File: src/rtl/tetris_display_scan.sv
// rtl/tetris_display_scan.sv - row-multiplexed LED matrix scanner for the 20x10 playfield
// A frame snapshot is taken in SNAP so playfield updates mid-frame never tear the image.
module tetris_display_scan #(
    parameter int ROWS  = 20,
    parameter int COLS  = 10,
    parameter int DWELL = 1000,
    parameter int BLANK = 2
) (
    input  logic                      clk,
    input  logic                      reset,
    input  logic                      enable,
    input  logic [ROWS-1:0][COLS-1:0] screen,
    output logic [4:0]                row_sel,
    output logic                      row_en,
    output logic [COLS-1:0]           col_data,
    output logic                      frame_done
);

    localparam int CMAX = (DWELL > BLANK) ? DWELL : BLANK;
    localparam int CW   = (CMAX > 1) ? $clog2(CMAX) : 1;

    typedef enum logic [1:0] {
        ST_SNAP  = 2'd0,
        ST_BLANK = 2'd1,
        ST_DRIVE = 2'd2
    } state_t;

    state_t                    r_state;
    state_t                    w_next_state;
    logic [CW-1:0]             r_cnt;
    logic [CW-1:0]             w_next_cnt;
    logic [4:0]                r_row_sel;
    logic [4:0]                w_next_row;
    logic                      r_row_en;
    logic [COLS-1:0]           r_col_data;
    logic [COLS-1:0]           w_next_col;
    logic                      r_frame_done;
    logic [ROWS-1:0][COLS-1:0] r_shadow;

    // r_frame_done low while in SNAP marks the reset-entered state: hold one more
    // cycle so every real snapshot cycle is flagged with frame_done.
    always_comb begin
        w_next_state = r_state;
        w_next_cnt   = r_cnt;
        w_next_row   = r_row_sel;
        case (r_state)
            ST_SNAP: begin
                w_next_cnt = '0;
                w_next_row = '0;
                if (r_frame_done && enable) begin
                    w_next_state = ST_BLANK;
                end
            end
            ST_BLANK: begin
                if (!enable) begin
                    w_next_state = ST_SNAP;
                    w_next_cnt   = '0;
                    w_next_row   = '0;
                end else if (r_cnt == CW'(BLANK - 1)) begin
                    w_next_state = ST_DRIVE;
                    w_next_cnt   = '0;
                end else begin
                    w_next_cnt = r_cnt + CW'(1);
                end
            end
            ST_DRIVE: begin
                if (!enable) begin
                    w_next_state = ST_SNAP;
                    w_next_cnt   = '0;
                    w_next_row   = '0;
                end else if (r_cnt == CW'(DWELL - 1)) begin
                    w_next_cnt = '0;
                    if (r_row_sel == 5'(ROWS - 1)) begin
                        w_next_state = ST_SNAP;
                        w_next_row   = '0;
                    end else begin
                        w_next_state = ST_BLANK;
                        w_next_row   = r_row_sel + 5'd1;
                    end
                end else begin
                    w_next_cnt = r_cnt + CW'(1);
                end
            end
            default: begin
                w_next_state = ST_SNAP;
                w_next_cnt   = '0;
                w_next_row   = '0;
            end
        endcase
    end

    assign w_next_col = (w_next_state == ST_DRIVE) ? r_shadow[w_next_row] : '0;

    // Outputs are registered from the next state so they move with the state register.
    always_ff @(posedge clk or posedge reset) begin
        if (reset) begin
            r_state      <= ST_SNAP;
            r_cnt        <= '0;
            r_row_sel    <= '0;
            r_row_en     <= 1'b0;
            r_col_data   <= '0;
            r_frame_done <= 1'b0;
            r_shadow     <= '0;
        end else begin
            r_state      <= w_next_state;
            r_cnt        <= w_next_cnt;
            r_row_sel    <= w_next_row;
            r_row_en     <= (w_next_state == ST_DRIVE);
            r_col_data   <= w_next_col;
            r_frame_done <= (w_next_state == ST_SNAP);
            if (r_state == ST_SNAP) begin
                r_shadow <= screen;
            end
        end
    end

    assign row_sel    = r_row_sel;
    assign row_en     = r_row_en;
    assign col_data   = r_col_data;
    assign frame_done = r_frame_done;

endmodule

File: config.mk
export PLATFORM = sky130hd
export DESIGN_NAME = tetris_display_scan
export DESIGN_NICKNAME = d
export VERILOG_FILES = /design/src/rtl/tetris_display_scan.sv
export SDC_FILE = /design/constraint.sdc
export NUM_CORES = 1
export LEC_CHECK = 0
export BUFFER_PORTS_ARGS = -buffer_cell sky130_fd_sc_hd__buf_2
export CORE_MARGIN = 2
export CORE_UTILIZATION = 45
export CTS_CLUSTER_SIZE = 40
export DETAILED_ROUTE_END_ITERATION = 6
export GPL_TIMING_DRIVEN = 1
export PLACE_DENSITY = 0.66
export SLEW_MARGIN = 20
export SYNTH_ARGS = -nofsm -noshare
export SYNTH_HDL_FRONTEND = slang
export SYNTH_SLANG_ARGS = --single-unit
export TNS_END_PERCENT = 30
File: constraint.sdc
create_clock -name clk -period 9.5 [get_ports clk]
set_clock_uncertainty 0.15 [all_clocks]
set_input_delay 0.475 -clock clk [delete_from_list [all_inputs] [get_ports clk]]
set_output_delay 0.475 -clock clk [all_outputs]
set_load 0.03 [all_outputs]
==> flow_metrics.py <==
metrics = {
    "synthesis": {
        "synthCells": 913,
        "yosys.area_share.adder": 0.00798,
        "yosysMostFrequentCell": "dfrtp_1",
        "ys_ff_latch": 229,
        "synth_fp_nets": 1123,
        "yosys-top-cells-count": "229 x dfrtp_1, 201 x mux2_2, 53 x nand2_1, 52 x clkbuf_1, 38 x o211ai_1",
        "synth_edf_count": 0,
        "async_flop_share": 1.00,
        "yosysWarningCount": 0,
        "synth_area_sq_mm": 0.0110,
        "synth_top_family_by_area": "multiplexers",
        "synthMuxAreaShare": 0.220,
        "syn_area_per_cell_sq_um": 12.0,
        "synthTopCellsByArea": "dfrtp_1 52%, mux2_2 21%, o211ai_1 2.6%",
        "yosys.area_share.xor_xnor": 0.00718,
        "ys_seq_area_frac": 0.522,
        "synthSimpleGateAreaFrac": 0.0772,
        "ys.flop_type": "dfrtp_1",
        "synth_top_area_cell": "dfrtp_1",
        "synth_top_area_frac": 0.522,
        "synth_compound_area_frac": 0.123,
        "ys_types": 56,
    },
    "clock_network": {
        "htreeDepth": 1,
        "ctsHoldBuffers": 2,
        "cts_tree": "yes",
        "clock_tree.root_cell": "clkbuf_16",
        "worstSkewPairLatency_ns": 0.53,
        "cts_resized": 0,
        "clk_pin_slew_ns": 0.06,
        "post_cts_buffers": 0,
        "cts_buffer_depth": 3,
        "numCtsBuffers": 26,
        "clock-sinks": 229,
    },
    "routing": {
        "drc": 0,
        "vias": 8123,
        "met2_length_mm": 13.6,
        "wl_met3_mm": 1.95,
        "wl_met1_mm": 13.6,
        "ant_nets": 0,
        "drtPass1Iterations": 5,
        "highest_layer": "met4",
        "drt-vias-per-instance": 5.63,
        "routed_wl_mm": 29.9,
        "wl_per_cell_microns": 20.7,
        "drt_iter0_drc": 505,
    },
    "die": {
        "core_area_sq_mm": 0.0241,
        "die_w_microns": 160,
        "start_util": 0.455,
        "dieArea_sq_mm": 0.0257,
        "rows": 57,
        "die_h_microns": 160,
        "io_pins": 220,
    },
    "timing": {
        "fmax_mhz": 224,
        "rsz0062_at_grt": "no",
        "period_share": 0.469,
        "setup_viol": 0,
        "setup_tns_ns": 0,
        "drv_slew": 0,
        "tightest_slew_ns": 1.10,
        "min_period_ns": 4.46,
        "hold_viol": 0,
        "whs_ns": 0.0166,
        "max-slew-margin-rel": 0.266,
    },
    "layout": {
        "final_nets": 1311,
        "area_delta_synth_final_pct": 19.5,
        "finalInstanceArea_sq_mm": 0.0131,
        "fillers": 2175,
        "layout-drive-gt1-share": 0.436,
        "num_antenna_cells": 0,
    },
    "worst_setup_path": {
        "cp.required_ns": 9.81,
        "arrival_ns": 4.77,
        "startpoint_type": "register",
        "end_kind": "register",
        "path_max_fanout": 29,
        "worstSetupPathType": "register to register",
    },
    "global_route": {
        "grt_max_degree": 101,
        "grt_pass1_wl_mm": 46.7,
        "track_usage": 0.232,
        "antenna_found_initial": 0,
        "overflow": 0,
        "grt_pass1_vias": 8356,
    },
    "power": {
        "leakage_uw": 0.00593,
        "p_int_uw": 2570,
        "switchingPower_uw": 1110,
        "clockPowerShare": 0.270,
        "p_sw_frac": 0.302,
        "power_frac_seq": 0.431,
        "peakVddDrop_mv": 0.141,
        "powerDensity_mw_per_mm2": 281,
        "comb_power_share": 0.298,
    },
    "place": {
        "place_hpwl_mm": 20.5,
        "io_buffers": 219,
        "placed_area_sq_mm": 0.0122,
        "globalplace.congestion": 0.838,
    },
    "hold_path": {
        "hp-class": "input pin to register",
    },
    "outcome": {
        "outcome": "finished, final reports clean",
    },
    "run": {
        "drv_cap": 0,
    },
}
cells by family after synthesis:
kind of cell | count (synthesis)
compound gates | 180
mux | 216
buf+inv | 104
flops | 229
fa+ha+maj | 7
simple gates | 168
xor+xnor | 9
per-stage QoR:
step | power (uW) | util | instances | setup WS (ns)
3_3_place_gp | 2680 | 0.507 | 1394 | 5.28
3_5_place_dp | 2710 | 0.507 | 1394 | 5.06
6_report | 3690 | 0.544 | 1444 | 5.04
5_1_grt | 3900 | 0.544 | 1444 | 4.78
2_1_floorplan | 2390 | - | 913 | 2.60
4_1_cts | 3710 | 0.543 | 1443 | 5.02
layout by cell type, fill, tap and decap left out, types with 16 or more instances in the layout:
cell       netlist  routed
clkbuf_16        0      27
dfrtp_1        229     229
nand2_1         53      53
and3_1          23      22
o21ai_0         20      20
mux2_2         201     201
nand3_1         18      16
a211oi_1        19      19
inv_1           32      31
o211ai_1        38      38
a221oi_1        18      18
a31oi_1         21      21
nand4_1         16      16
buf_2           12     219
nor2_1          28      28
worst paths after layout:
path | start | cells past startpoint | to | slack [ns]
min | screen[20] | 3 | r_shadow[20]$_DFFE_PP0P_ | 0.02
max reg2reg | r_cnt[0]$_DFF_PP0_ | 8 | col_data[8]$_DFF_PP0_ | 5.04
min in group asynchronous | reset | 3 | r_shadow[190]$_DFFE_PP0P_ | 0.47
max | r_cnt[0]$_DFF_PP0_ | 8 | col_data[8]$_DFF_PP0_ | 5.04
min reg2reg | r_shadow[138]$_DFFE_PP0P_ | 1 | r_shadow[138]$_DFFE_PP0P_ | 0.36
max in group asynchronous | reset | 5 | r_shadow[114]$_DFFE_PP0P_ | 7.43
cell type report:
type,count,area (sq um),area share
Timing Repair Buffer,232,1210,0.0923
Clock inverter,4,72.6,0.00553
Sequential cell,229,5730,0.437
Clock buffer,43,776,0.0591
Tap cell,324,405,0.0309
Inverter,32,128,0.00973
Multi-Input combinational cell,580,4800,0.366
metal layers:
| metal | track usage | vias to the layer above |
|---|---|---|
| met5 | 0 | - |
| met3 | 0.0460 | 43 |
| met2 | 0.366 | 265 |
| met4 | 0.0622 | 0 |
| li1 | - | 3753 |
| met1 | 0.329 | 4062 |
critical path: stages, from the launching register on:
cell and delay, ns:
dfrtp_1 0.42, ha_1 0.26, and4bb_2 0.31, nand4_1 0.71, nand3_2 0.88, a21oi_1 1.16
o31ai_1 0.16, a21oi_1 0.18, o31a_1 0.15
flip-flops by register name (all words and copies together) (netlist names):
signal and flops:
r_state 2, frame_done 1, r_cnt 10, r_shadow 200
row_sel 5, col_data 10, row_en 1
power groups by stage:
stage,combinational [uW],sequential (uW),clock [uW]
floorplan,861,1530,0
global placement,1080,1590,0
detailed placement,1100,1600,0
CTS,1110,1590,1020
global route,1200,1640,1060
finish,1100,1590,997
No activity file was read; power rests on OpenSTA's default activity.
